`src/rtl/sma_in_pkg.sv`:
```
// -----------------------------------------------------------------------------
// sma_in_pkg
// Shared definitions for the SMA input edge timer: Avalon register addresses,
// CTRL/STATUS bit positions, the polarity bit of a FIFO word and a helper that
// assembles the STATUS read word.
// -----------------------------------------------------------------------------
package sma_in_pkg;

  // Avalon word addresses
  localparam logic [1:0] ADDR_DATA   = 2'd0;
  localparam logic [1:0] ADDR_CTRL   = 2'd1;
  localparam logic [1:0] ADDR_STATUS = 2'd2;
  localparam logic [1:0] ADDR_FIFO   = 2'd3;

  // CTRL register bit indices
  localparam int CTRL_EN_BIT      = 0;
  localparam int CTRL_RISE_EN_BIT = 1;
  localparam int CTRL_FALL_EN_BIT = 2;
  localparam int CTRL_IRQ_EN_BIT  = 3;
  localparam int CTRL_WIDTH       = 4;

  // STATUS register bit indices
  localparam int STATUS_EMPTY_BIT = 0;
  localparam int STATUS_FULL_BIT  = 1;
  localparam int STATUS_OVF_BIT   = 2;
  localparam int STATUS_COUNT_LSB = 8;
  localparam int STATUS_COUNT_W   = 8;

  // FIFO word layout: polarity in the MSB, timestamp below it
  localparam int POL_BIT = 31;

  // Field order mirrors the CTRL bit indices above (en is bit 0)
  typedef struct packed {
    logic irq_en;
    logic fall_en;
    logic rise_en;
    logic en;
  } ctrl_t;

  // Builds the 32-bit STATUS read word from the FIFO flags and fill count
  function automatic logic [31:0] pack_status(input logic       empty,
                                              input logic       full,
                                              input logic       ovf,
                                              input logic [7:0] count);
    logic [31:0] w;
    w = 32'd0;
    w[STATUS_EMPTY_BIT] = empty;
    w[STATUS_FULL_BIT]  = full;
    w[STATUS_OVF_BIT]   = ovf;
    w[STATUS_COUNT_LSB +: STATUS_COUNT_W] = count;
    return w;
  endfunction

endpackage

```
`src/rtl/sma_in_ts_fifo.sv`:
```
// -----------------------------------------------------------------------------
// sma_in_ts_fifo
// Synchronous timestamp FIFO with sticky overflow flag.
//   clk_i       system clock
//   reset_n_i   synchronous active-low reset (empties FIFO, clears overflow)
//   push_i      write push_data_i if there is room (or a pop frees a slot)
//   push_data_i word to enqueue
//   pop_i       drop the head word; ignored while empty
//   ovf_clr_i   clear the sticky overflow flag
//   head_o      current head word (valid while empty_o is 0)
//   empty_o     no entries stored
//   full_o      DEPTH entries stored
//   count_o     number of stored entries
//   overflow_o  sticky: a push was dropped because the FIFO was full
// -----------------------------------------------------------------------------
module sma_in_ts_fifo #(
  parameter int DEPTH = 8,
  parameter int WIDTH = 32
) (
  input  logic                         clk_i,
  input  logic                         reset_n_i,
  input  logic                         push_i,
  input  logic [WIDTH-1:0]             push_data_i,
  input  logic                         pop_i,
  input  logic                         ovf_clr_i,
  output logic [WIDTH-1:0]             head_o,
  output logic                         empty_o,
  output logic                         full_o,
  output logic [$clog2(DEPTH+1)-1:0]   count_o,
  output logic                         overflow_o
);

  localparam int PTR_W = $clog2(DEPTH);
  localparam int CNT_W = $clog2(DEPTH + 1);
  localparam logic [CNT_W-1:0] DEPTH_C = CNT_W'(DEPTH);

  logic [WIDTH-1:0] mem_q [DEPTH];
  logic [PTR_W-1:0] wr_ptr_q, wr_ptr_d;
  logic [PTR_W-1:0] rd_ptr_q, rd_ptr_d;
  logic [CNT_W-1:0] count_q, count_d;
  logic             overflow_q, overflow_d;

  logic empty_s;
  logic full_s;
  logic pop_ok_s;
  logic push_ok_s;
  logic ovf_evt_s;

  assign empty_s = (count_q == {CNT_W{1'b0}});
  assign full_s  = (count_q == DEPTH_C);

  // Pointer, count and overflow next state
  always_comb begin
    wr_ptr_d   = wr_ptr_q;
    rd_ptr_d   = rd_ptr_q;
    count_d    = count_q;
    overflow_d = overflow_q;

    // A pop on an empty FIFO is a no-op; a pop frees the slot a
    // same-cycle push into a full FIFO needs.
    pop_ok_s  = pop_i & ~empty_s;
    push_ok_s = push_i & (~full_s | pop_ok_s);
    ovf_evt_s = push_i & full_s & ~pop_ok_s;

    if (push_ok_s) begin
      wr_ptr_d = wr_ptr_q + PTR_W'(1);
    end else begin
      wr_ptr_d = wr_ptr_q;
    end

    if (pop_ok_s) begin
      rd_ptr_d = rd_ptr_q + PTR_W'(1);
    end else begin
      rd_ptr_d = rd_ptr_q;
    end

    case ({push_ok_s, pop_ok_s})
      2'b10:   count_d = count_q + CNT_W'(1);
      2'b01:   count_d = count_q - CNT_W'(1);
      default: count_d = count_q;
    endcase

    // A new overflow event wins over a simultaneous clear
    overflow_d = (overflow_q & ~ovf_clr_i) | ovf_evt_s;
  end

  // Pointer, count and overflow registers
  always_ff @(posedge clk_i) begin
    if (!reset_n_i) begin
      wr_ptr_q   <= {PTR_W{1'b0}};
      rd_ptr_q   <= {PTR_W{1'b0}};
      count_q    <= {CNT_W{1'b0}};
      overflow_q <= 1'b0;
    end else begin
      wr_ptr_q   <= wr_ptr_d;
      rd_ptr_q   <= rd_ptr_d;
      count_q    <= count_d;
      overflow_q <= overflow_d;
    end
  end

  // Storage array; contents need no reset because the pointers define validity
  always_ff @(posedge clk_i) begin
    if (reset_n_i && push_ok_s) begin
      mem_q[wr_ptr_q] <= push_data_i;
    end
  end

  assign head_o     = mem_q[rd_ptr_q];
  assign empty_o    = empty_s;
  assign full_o     = full_s;
  assign count_o    = count_q;
  assign overflow_o = overflow_q;

endmodule

```
`src/rtl/sma_in_edge_timer.sv`:
```
// -----------------------------------------------------------------------------
// sma_in_edge_timer
// Avalon-MM slave that synchronises the SMA input pin, detects rising/falling
// edges, stamps each enabled edge with a free-running cycle counter and queues
// the stamps for the host. The interrupt is raised while stamps are pending or
// an overflow has occurred (when enabled).
//   clk        system clock
//   reset_n    synchronous active-low reset
//   address    Avalon word address (0 DATA, 1 CTRL, 2 STATUS, 3 FIFO)
//   read       Avalon read strobe; readdata is valid the following cycle
//   write      Avalon write strobe
//   writedata  Avalon write data
//   readdata   registered read data, holds between reads
//   irq        registered level interrupt
//   in_port    asynchronous SMA pin
// FIFO word: bit 31 = 1 for a rising edge, bits [30:0] = zero-extended stamp.
// -----------------------------------------------------------------------------
module sma_in_edge_timer
  import sma_in_pkg::*;
#(
  parameter int SYNC_STAGES = 2,
  parameter int FIFO_DEPTH  = 8,
  parameter int TS_WIDTH    = 31
) (
  input  logic        clk,
  input  logic        reset_n,
  input  logic [1:0]  address,
  input  logic        read,
  input  logic        write,
  input  logic [31:0] writedata,
  output logic [31:0] readdata,
  output logic        irq,
  input  logic        in_port
);

  localparam int CNT_W = $clog2(FIFO_DEPTH + 1);

  ctrl_t                   ctrl_q, ctrl_d;
  logic [TS_WIDTH-1:0]     ts_cnt_q, ts_cnt_d;
  logic [SYNC_STAGES-1:0]  sync_q, sync_d;
  logic                    prev_q, prev_d;
  logic                    rise_q, rise_d;
  logic                    fall_q, fall_d;
  logic [31:0]             readdata_q, readdata_d;
  logic                    irq_q, irq_d;

  logic                    s_s;
  logic [30:0]             ts_ext_s;
  logic                    push_s;
  logic [31:0]             push_word_s;
  logic                    pop_s;
  logic                    ovf_clr_s;
  logic [31:0]             rd_mux_s;
  logic [31:0]             fifo_head_s;
  logic                    fifo_empty_s;
  logic                    fifo_full_s;
  logic                    fifo_ovf_s;
  logic [CNT_W-1:0]        fifo_count_s;
  logic [27:0]             unused_wdata_s;

  assign unused_wdata_s = writedata[31:4];

  assign s_s = sync_q[SYNC_STAGES-1];

  // CTRL write decode and timestamp counter next state
  always_comb begin
    ctrl_d   = ctrl_q;
    ts_cnt_d = ts_cnt_q;
    if (write && (address == ADDR_CTRL)) begin
      ctrl_d = ctrl_t'(writedata[CTRL_WIDTH-1:0]);
    end else begin
      ctrl_d = ctrl_q;
    end
    // Wraps silently modulo 2^TS_WIDTH
    if (ctrl_q.en) begin
      ts_cnt_d = ts_cnt_q + TS_WIDTH'(1);
    end else begin
      ts_cnt_d = ts_cnt_q;
    end
  end

  // Synchroniser shift, edge detect and registered edge strobes
  always_comb begin
    sync_d = {sync_q[SYNC_STAGES-2:0], in_port};
    prev_d = s_s;
    // Edges are registered once so the stamp is taken in the detect cycle
    // that follows the synchroniser, independent of enable state.
    rise_d = s_s & ~prev_q;
    fall_d = ~s_s & prev_q;
  end

  // Push qualification and FIFO word assembly
  always_comb begin
    ts_ext_s    = 31'(ts_cnt_q);
    push_s      = ctrl_q.en & ((rise_q & ctrl_q.rise_en) | (fall_q & ctrl_q.fall_en));
    push_word_s = {rise_q, ts_ext_s};
  end

  // Bus side effects: FIFO pop and overflow write-one-to-clear
  always_comb begin
    pop_s     = read & (address == ADDR_FIFO);
    ovf_clr_s = write & (address == ADDR_STATUS) & writedata[STATUS_OVF_BIT];
  end

  // Read multiplexer; uses register state before any same-cycle write
  always_comb begin
    rd_mux_s = 32'd0;
    case (address)
      ADDR_DATA:   rd_mux_s[0] = s_s;
      ADDR_CTRL:   rd_mux_s[CTRL_WIDTH-1:0] = ctrl_q;
      ADDR_STATUS: rd_mux_s = pack_status(fifo_empty_s, fifo_full_s, fifo_ovf_s,
                                          8'(fifo_count_s));
      ADDR_FIFO: begin
        if (fifo_empty_s) begin
          rd_mux_s = 32'd0;
        end else begin
          rd_mux_s = fifo_head_s;
        end
      end
      default:     rd_mux_s = 32'd0;
    endcase
  end

  // readdata holds between reads; irq follows pending/overflow when enabled
  always_comb begin
    if (read) begin
      readdata_d = rd_mux_s;
    end else begin
      readdata_d = readdata_q;
    end
    irq_d = ctrl_q.irq_en & (~fifo_empty_s | fifo_ovf_s);
  end

  // Control, counter, synchroniser, edge and bus output registers
  always_ff @(posedge clk) begin
    if (!reset_n) begin
      ctrl_q     <= '0;
      ts_cnt_q   <= {TS_WIDTH{1'b0}};
      sync_q     <= {SYNC_STAGES{1'b0}};
      prev_q     <= 1'b0;
      rise_q     <= 1'b0;
      fall_q     <= 1'b0;
      readdata_q <= 32'd0;
      irq_q      <= 1'b0;
    end else begin
      ctrl_q     <= ctrl_d;
      ts_cnt_q   <= ts_cnt_d;
      sync_q     <= sync_d;
      prev_q     <= prev_d;
      rise_q     <= rise_d;
      fall_q     <= fall_d;
      readdata_q <= readdata_d;
      irq_q      <= irq_d;
    end
  end

  sma_in_ts_fifo #(
    .DEPTH (FIFO_DEPTH),
    .WIDTH (32)
  ) u_fifo (
    .clk_i       (clk),
    .reset_n_i   (reset_n),
    .push_i      (push_s),
    .push_data_i (push_word_s),
    .pop_i       (pop_s),
    .ovf_clr_i   (ovf_clr_s),
    .head_o      (fifo_head_s),
    .empty_o     (fifo_empty_s),
    .full_o      (fifo_full_s),
    .count_o     (fifo_count_s),
    .overflow_o  (fifo_ovf_s)
  );

  assign readdata = readdata_q;
  assign irq      = irq_q;

endmodule

```
`config.mk`:
```
export PLATFORM = sky130hd
export DESIGN_NAME = sma_in_edge_timer
export DESIGN_NICKNAME = d
export VERILOG_FILES = /design/src/rtl/sma_in_pkg.sv /design/src/rtl/sma_in_ts_fifo.sv /design/src/rtl/sma_in_edge_timer.sv
export SDC_FILE = /design/constraint.sdc
export NUM_CORES = 1
export LEC_CHECK = 0
export CAP_MARGIN = 20
export CORE_UTILIZATION = 50
export DETAILED_ROUTE_END_ITERATION = 6
export GPL_ROUTABILITY_DRIVEN = 0
export GPL_TIMING_DRIVEN = 0
export PLACE_DENSITY_LB_ADDON = 0.1
export SKIP_LAST_GASP = 1
export SLEW_MARGIN = 10
export SYNTH_ARGS = -nofsm -noshare
export SYNTH_HDL_FRONTEND = slang
export SYNTH_SLANG_ARGS = --single-unit
export TNS_END_PERCENT = 50
```
`constraint.sdc`:
```
create_clock -name clk -period 11.8 [get_ports clk]
set_input_delay 2.36 -clock clk [delete_from_list [all_inputs] [get_ports clk]]
set_output_delay 2.36 -clock clk [all_outputs]
set_load 0.005 [all_outputs]
```
==> impl_metrics.sql, run 1 <==
INSERT INTO impl_metrics (metric_group, metric, value, unit) VALUES
('clock_network', 'worstSkewPairLatency', '0.51', 'ns'),
('detailed_routing', 'post_drt_wl_per_cell', '22.8', 'um'),
('placement', 'place_ws', '6.71', 'ns'),
('layout', 'insertedDiodeCount', '0', ''),
('sta', 'setup_viol', '0', ''),
('synthesis', 'synth_top_cell_area_share', '58.9', '%'),
('synthesis', 'synthArstFlopShare', '0', '%'),
('pwr', 'p_leak', '4.90', 'nW'),
('detailed_routing', 'drtIter0Drc', '617', ''),
('worst_setup_path', 'timing.critical_path.cells', 'clkdlybuf4s50_1 > clkbuf_1 > nand2_1 > nor3_2 > buf_4 > buf_4', ''),
('synthesis', 'syn_area_per_cell', '16.9', 'sq um'),
('placement', 'placed_cell_area', '14200', 'sq um'),
('worst_setup_path', 'critical_path.reg2reg.endpoint', 'u_fifo.count_o[2]', ''),
('layout', 'syn2layout_area_growth', '17.1', '%'),
('synthesis', 'ys.warnings.count', '0', ''),
('sta', 'timing.setup.tns', '0', 'ns'),
('worst_setup_path', 'reg2reg_setup_slack', '8.74', 'ns'),
('detailed_routing', 'post_detailed_routing_wire_length', '28300', 'um'),
('global_route', 'antenna_found_initial', '0', ''),
('global_route', 'grt.overflow.total', '0', ''),
('layout', 'final_cell_mix', '256 x sky130_fd_sc_hd__edfxtp_1, 87 x sky130_fd_sc_hd__dfxtp_1, 64 x sky130_fd_sc_hd__mux4_2, 48 x sky130_fd_sc_hd__nand2_1, 43 x sky130_fd_sc_hd__clkdlybuf4s50_1', ''),
('clock_network', 'clkTransAtPathRegs', '0.06', 'ns'),
('sta', 'maxClockFrequency', '218', 'MHz'),
('synthesis', 'synth.largest_area_cell', 'sky130_fd_sc_hd__edfxtp_1', ''),
('worst_setup_path', 'cp.required', '12.00', 'ns'),
('hold_path', 'whs_path_depth', '1', ''),
('synthesis', 'yosys.cell_types.count', '45', ''),
('layout', 'stdcell_area', '15300', 'sq um'),
('global_route', 'globalRouteTotalUtil', '22.3', '%'),
('layout', 'design.final.nets', '934', ''),
('clock_network', 'cts_buffers', '35', ''),
('worst_setup_path', 'timing.critical_path.from_type', 'input pin', ''),
('clock_network', 'tritoncts', 'built', ''),
('clock_network', 'numClockSinks', '343', ''),
('hold_path', 'worst_hold_path_type', 'reg2reg', ''),
('synthesis', 'synthesis.nets', '819', ''),
('hold_path', 'timing.hold.worst_endpoint', 'rise_q', ''),
('worst_setup_path', 'critical_path_arrival', '4.78', 'ns'),
('detailed_routing', 'vias', '7278', ''),
('synthesis', 'seq_area_frac_synth', '72.2', '%'),
('global_route', 'grt_max_degree', '18', ''),
('detailed_routing', 'post_dr_vias_cell', '5.85', ''),
('worst_setup_path', 'critPathMostFrequentCell', 'sky130_fd_sc_hd__buf_4', ''),
('placement', 'hpwl', '19300', 'um'),
('clock_network', 'cts_hold_repair.buffers', '0', ''),
('worst_setup_path', 'worst_r2r_start', 'u_fifo.count_o[0]', ''),
('worst_setup_path', 'critPathMaxStageDelay', '0.63', 'ns'),
('floorplanning', 'design.portCount', '72', ''),
('clock_network', 'post_cts_buffers', '0', ''),
('pwr', 'max-vdd-ir-drop', '0.000108', 'V'),
('run_status', 'run_status', 'completed', ''),
('worst_setup_path', 'critical_path.max_fanout', '10', ''),
('synthesis', 'synth.area.top_cells', 'sky130_fd_sc_hd__edfxtp_1 59%, sky130_fd_sc_hd__dfxtp_1 13%, sky130_fd_sc_hd__mux4_2 11%, sky130_fd_sc_hd__mux2i_1 2.8%, sky130_fd_sc_hd__nand2_1 1.4%', ''),
('floorplanning', 'die-height', '164', 'um'),
('clock_network', 'cts_max_path_buffers', '3', ''),
('sta', 'period_minus_slack', '4.58', 'ns'),
('synthesis', 'number_of_synthesized_flops_with_an_enable_pin', '256', ''),
('floorplanning', 'fp-row-count', '58', ''),
('worst_setup_path', 'worst_reg2reg_path_depth', '11', ''),
('worst_setup_path', 'critical_path_class', 'in2reg', ''),
('floorplanning', 'fp.dieW', '164', 'um'),
('sta', 'grt_setup_unrepaired', 'false', ''),
('floorplanning', 'fp.dieArea', '26800', 'sq um'),
('clock_network', 'htreeDepth', '2', ''),
('worst_setup_path', 'critical_path_top_delay_cell', 'sky130_fd_sc_hd__clkdlybuf4s50_1', ''),
('synthesis', 'ys_ff_latch', '343', ''),
('detailed_routing', 'number_of_detailed_routing_iterations_run_before_antenna_repair', '7', ''),
('detailed_routing', 'drc_errors', '0', ''),
('job', 'cap_violations', '0', ''),
('layout', 'layout-drive-gt1-share', '18.6', '%'),
('sta', 'slew_viol_final', '0', '');
-- power breakdown --
part / switching, W / internal, W
Sequential: 0.00000157 / 0.00128
Combinational: 0.0000123 / 0.00000696
Clock: 0.000430 / 0.000585
Total: 0.000444 / 0.00187
-- sequential cells by signal (all words and copies together) (netlist names), named ones only --
signal             count
ctrl_q                 4
fall_q                 1
irq                    1
prev_q                 1
readdata              32
rise_q                 1
sync_q                 2
ts_cnt_q              31
u_fifo.count_o         4
u_fifo.mem_q         256
u_fifo.overflow_o      1
u_fifo.rd_ptr_q        3
u_fifo.wr_ptr_q        3
-- synth_stat cells (all sizes together), types with 11 or more instances --
master / n
mux4: 64
nand3: 18
edfxtp: 256
buf: 11
a21oi: 34
o21ai: 34
o31ai: 12
dfxtp: 87
xor2: 12
nor2: 25
clkbuf: 29
or4: 14
nand2: 48
mux2i: 36
-- cell type report --
type                            instances  area, sq um  area share, %
Inverter                               11         41.3          0.270
Multi-Input combinational cell        380         3470           22.7
Clock inverter                         13         70.1          0.458
Buffer                                 40          169           1.10
Sequential cell                       343         9430           61.6
Timing Repair Buffer                   78          717           4.69
Clock buffer                           49          988           6.46
Tap cell                              330          413           2.70
-- kinds of logic (layout without fill, tap and decap cells) --
logic type,after synthesis,after routing,synth area share (%)
AO/OA/AOI/OAI,97,97,4.29
flip-flops,343,343,72.2
AND/OR/NAND/NOR,160,160,6.39
adder cells (fa/ha/maj),6,6,0.575
buffers and inverters,51,191,1.61
multiplexers,100,100,13.8
XOR/XNOR,17,17,1.14
-- through the flow --
step	util, %	power (W)	hold slack, ns	instances
after floorplan	-	0.00132	0.392	774
after global placement	54.7	0.00133	0.399	1147
after detailed placement	56.0	0.00133	0.415	1182
after CTS	60.2	0.00234	0.424	1244
after global routing	60.2	0.00239	0.436	1244
final	60.2	0.00232	0.423	1244
-- how the worst max path moves through the flow --
stage	startpoint	to	slack (ns)	cells past startpoint
detailed placement	reset_n	u_fifo.mem_q[5][19]	6.71	6
CTS	reset_n	u_fifo.mem_q[5][16]	7.24	6
global route	reset_n	readdata[25]	7.09	6
floorplan	address[1]	u_fifo.mem_q[0][0]	5.32	4
global placement	address[0]	u_fifo.mem_q[1][20]	1.13	5
finish	reset_n	u_fifo.mem_q[5][16]	7.22	6
-- metal layers --
metal / global-route usage [%] / part of all wire (%) / vias to the layer above
li1: - / - / 3280
met1: 29.0 / 42 / 3747
met2: 38.1 / 50 / 206
met3: 3.94 / 5.0 / 45
met4: 6.90 / 2.3 / 0
met5: 0 / 0 / -
-- critical path, delay by kind of cell --
family	cells	cell delay (ns)
buffers and inverters	4	1.61
AND/OR/NAND/NOR	2	0.79
Note: power is estimated with default switching activity, not from simulation.
==> inputs of run 2 (changes only) <==
Clock period 11.8 ns to 3.7 ns, I/O delays scaled along.
==> results of run 2 <==
The final DEF is identical to that of run 1. Status: completed.
Main changes from that run: setup slack after placement 6.71 ns -> 0.227 ns; setup slack after layout 7.22 ns -> 0.642 ns; start point of the critical path reset_n -> u_fifo.count_o[0]; end point of the critical path u_fifo.mem_q[5][16] -> u_fifo.count_o[2]; register-to-register setup slack 8.74 ns -> 0.64 ns; total power 0.00232 W -> 0.00739 W; worst IR drop on VDD 0.000108 V -> 0.000345 V
==> inputs of run 3 (changes only) <==
Clock period 3.7 ns to 2.5 ns, I/O delays scaled along.
==> run 3 against run 2 <==
  * Maximum frequency grew 23%
  * Via count is essentially flat
  * Final area grew 1.7%
  * Clock power grew 51%
  * Sequential share of layout area shrank 1.0 points
  * Power grew 49%
  * Non-clock buffer count shrank 2
  * Worst setup slack lost 0.63 ns
  * Clock skew is essentially flat
==> impl_metrics.sql, run 3 (synthesis gave the netlist of run 1 again) <==
INSERT INTO impl_metrics (metric_group, metric, value, unit) VALUES
('clock_network', 'cts_buffers', '36', ''),
('worst_setup_path', 'critical_path_arrival', '2.91', 'ns'),
('layout', 'insertedDiodeCount', '0', ''),
('placement', 'placement.io_buffers', '43', ''),
('detailed_routing', 'drtIter0Drc', '539', ''),
('worst_setup_path', 'cp.required', '2.93', 'ns'),
('layout', 'final_cell_mix', '256 x sky130_fd_sc_hd__edfxtp_1, 86 x sky130_fd_sc_hd__dfxtp_1, 64 x sky130_fd_sc_hd__mux4_2, 48 x sky130_fd_sc_hd__nand2_1, 43 x sky130_fd_sc_hd__clkdlybuf4s50_1', ''),
('worst_setup_path', 'worst_setup_path_startpoint', 'rise_q', ''),
('layout', 'largest_register_ff_count', '256', ''),
('sta', 'worst-slew-pin-transition', '1.01', 'ns'),
('global_route', 'grt_pass1_wl', '43700', 'um'),
('clock_network', 'cts_hold_repair.buffers', '0', ''),
('worst_setup_path', 'worst_r2r_start', 'rise_q', ''),
('sta', 'clock-skew-final', '0.0138', 'ns'),
('sta', 'slew_viol_final', '0', ''),
('pwr', 'sw_frac_of_total', '19.3', '%'),
('worst_setup_path', 'critical_path_class', 'reg2reg', ''),
('detailed_routing', 'drc_errors', '0', ''),
('layout', 'layout-drive-gt1-share', '19.6', '%'),
('pwr', 'clock_power_share', '44.4', '%'),
('detailed_routing', 'post_dr_vias_cell', '5.85', ''),
('floorplanning', 'floorplan.initialDensity', '51.4', '%'),
('floorplanning', 'fp-row-count', '58', ''),
('sta', 'hold_ws', '0.446', 'ns'),
('layout', 'syn2layout_area_growth', '19.1', '%'),
('sta', 'setup_viol', '0', ''),
('clock_network', 'cts_max_path_buffers', '3', ''),
('clock_network', 'tritoncts', 'built', ''),
('sta', 'period_minus_slack', '2.49', 'ns'),
('floorplanning', 'fp.dieW', '164', 'um'),
('hold_path', 'worst_hold_path_type', 'reg2reg', ''),
('pwr', 'share_comb_of_total_power', '0.8', '%'),
('sta', 'hold_viol_final', '0', ''),
('hold_path', 'min-delay-start', 'prev_q', ''),
('floorplanning', 'fp.dieArea', '26800', 'sq um'),
('layout', 'layout.cells.most_common', 'sky130_fd_sc_hd__edfxtp_1', ''),
('detailed_routing', 'post_drt_wl_per_cell', '22.8', 'um'),
('clock_network', 'numClockSinks', '343', ''),
('pwr', 'cell_internal_pwr', '0.00891', 'W'),
('clock_network', 'worstSkewPairLatency', '0.50', 'ns'),
('layout', 'top_register', 'u_fifo.mem_q', ''),
('layout', 'fillCellCount', '1895', ''),
('worst_setup_path', 'end_kind', 'flip-flop', ''),
('floorplanning', 'design.portCount', '72', ''),
('worst_setup_path', 'critical_path.max_fanout', '10', ''),
('run_status', 'run_status', 'completed', ''),
('clock_network', 'root_buffer', 'sky130_fd_sc_hd__clkbuf_16', ''),
('global_route', 'grt_pass1_vias', '7472', ''),
('detailed_routing', 'ant_nets', '0', ''),
('layout', 'design.final.nets', '933', ''),
('job', 'cap_violations', '0', ''),
('global_route', 'globalRouteTotalUtil', '22.3', '%'),
('pwr', 'net_switching_power_figure', '0.00213', 'W'),
('worst_setup_path', 'timing.critical_path.from_type', 'flip-flop', ''),
('placement', 'hpwl', '18800', 'um'),
('sta', 'grt_setup_unrepaired', 'true', ''),
('detailed_routing', 'post_detailed_routing_wire_length', '28400', 'um'),
('placement', 'place_ws', '-0.717', 'ns'),
('sta', 'timing.final.crit_share', '99.5', '%'),
('sta', 'slew-limit-headroom', '32.6', '%'),
('sta', 'setup_slack', '0.0135', 'ns'),
('sta', 'maxClockFrequency', '402', 'MHz'),
('clock_network', 'htreeDepth', '2', ''),
('pwr', 'fin_total_pwr', '0.0110', 'W'),
('global_route', 'antenna_found_initial', '0', ''),
('pwr', 'max-vdd-ir-drop', '0.000540', 'V'),
('clock_network', 'clkTransAtPathRegs', '0.06', 'ns'),
('pwr', 'power.share.sequential', '54.8', '%'),
('global_route', 'grt_max_degree', '17', ''),
('detailed_routing', 'vias', '7276', ''),
('global_route', 'grt.overflow.total', '0', ''),
('pwr', 'p_leak', '4.95', 'nW'),
('floorplanning', 'placeable_core_region', '25400', 'sq um'),
('detailed_routing', 'number_of_detailed_routing_iterations_run_before_antenna_repair', '5', ''),
('floorplanning', 'die-height', '164', 'um'),
('pwr', 'power_per_cell_area', '710', 'nW/um^2');
run 3: changes by cell type in the layout (fill, tap and decap cells not counted), sizes merged:
cell,before,now
bufinv,0,1
clkbuf,78,71
buf,46,45
clkinvlp,0,4
inv,11,10
clkinv,13,16
run 3: what timing repair did:
item | in CTS | in global routing
buffers inserted | 6 | 6
pin swaps | 3 | 3
cloned | 0 | 0
gates resized for setup | 3 | 10
setup endpoints to repair | 88 | 65
run 3: final timing paths:
| check | cells past startpoint | slack, ns | to |
|---|---|---|---|
| max | 10 | 0.01 | u_fifo.count_o[2] |
| min | 1 | 0.45 | rise_q |
| max reg2reg | 10 | 0.01 | u_fifo.count_o[2] |
| min reg2reg | 1 | 0.45 | rise_q |
run 3: final cells by class:
class                           instances  area [sq um]  area share [%]
Timing Repair Buffer                   77           850            5.46
Tap cell                              330           413            2.65
Buffer                                 39           186            1.20
Clock inverter                         20           126           0.812
Sequential cell                       343          9430            60.6
Inverter                               11          41.3           0.265
Multi-Input combinational cell        380          3550            22.8
Clock buffer                           43           958            6.16
run 3: metal layers:
layer	vias up	track usage [%]	share of wire [%]
met4	0	5.89	1.6
met2	194	36.3	50
li1	3289	-	-
met5	-	0	0
met3	41	3.43	4.4
met1	3752	31.4	44
run 3: power by group through the flow:
stage / sequential (W) / combinational, W / clock [W]
global route: 0.00605 / 0.0000966 / 0.00521
global placement: 0.00617 / 0.0000860 / 0
CTS: 0.00605 / 0.0000881 / 0.00498
detailed placement: 0.00618 / 0.0000873 / 0
finish: 0.00605 / 0.0000896 / 0.00490
floorplan: 0.00617 / 0.0000415 / 0
run 3: worst max-delay path: stages (launching register included):
cell,delay (ns)
sky130_fd_sc_hd__dfxtp_1,0.54
sky130_fd_sc_hd__a22oi_1,0.18
sky130_fd_sc_hd__a211o_1,0.32
sky130_fd_sc_hd__buf_8,0.17
sky130_fd_sc_hd__ha_4,0.18
sky130_fd_sc_hd__xor2_1,0.14
sky130_fd_sc_hd__ha_1,0.19
sky130_fd_sc_hd__a21oi_1,0.14
sky130_fd_sc_hd__xor2_1,0.09
sky130_fd_sc_hd__or3_1,0.31
sky130_fd_sc_hd__a21oi_1,0.14
run 3: stage by stage:
step	cells	setup TNS, ns	instance area [sq um]	util, %
global route	1243	-0.664	15600	61.3
floorplan	774	-14.34	13100	-
global placement	1147	-536.40	14000	55.1
CTS	1238	-0.423	15500	61.0
detailed placement	1169	-99.73	14300	56.4
finish	1243	0	15600	61.3
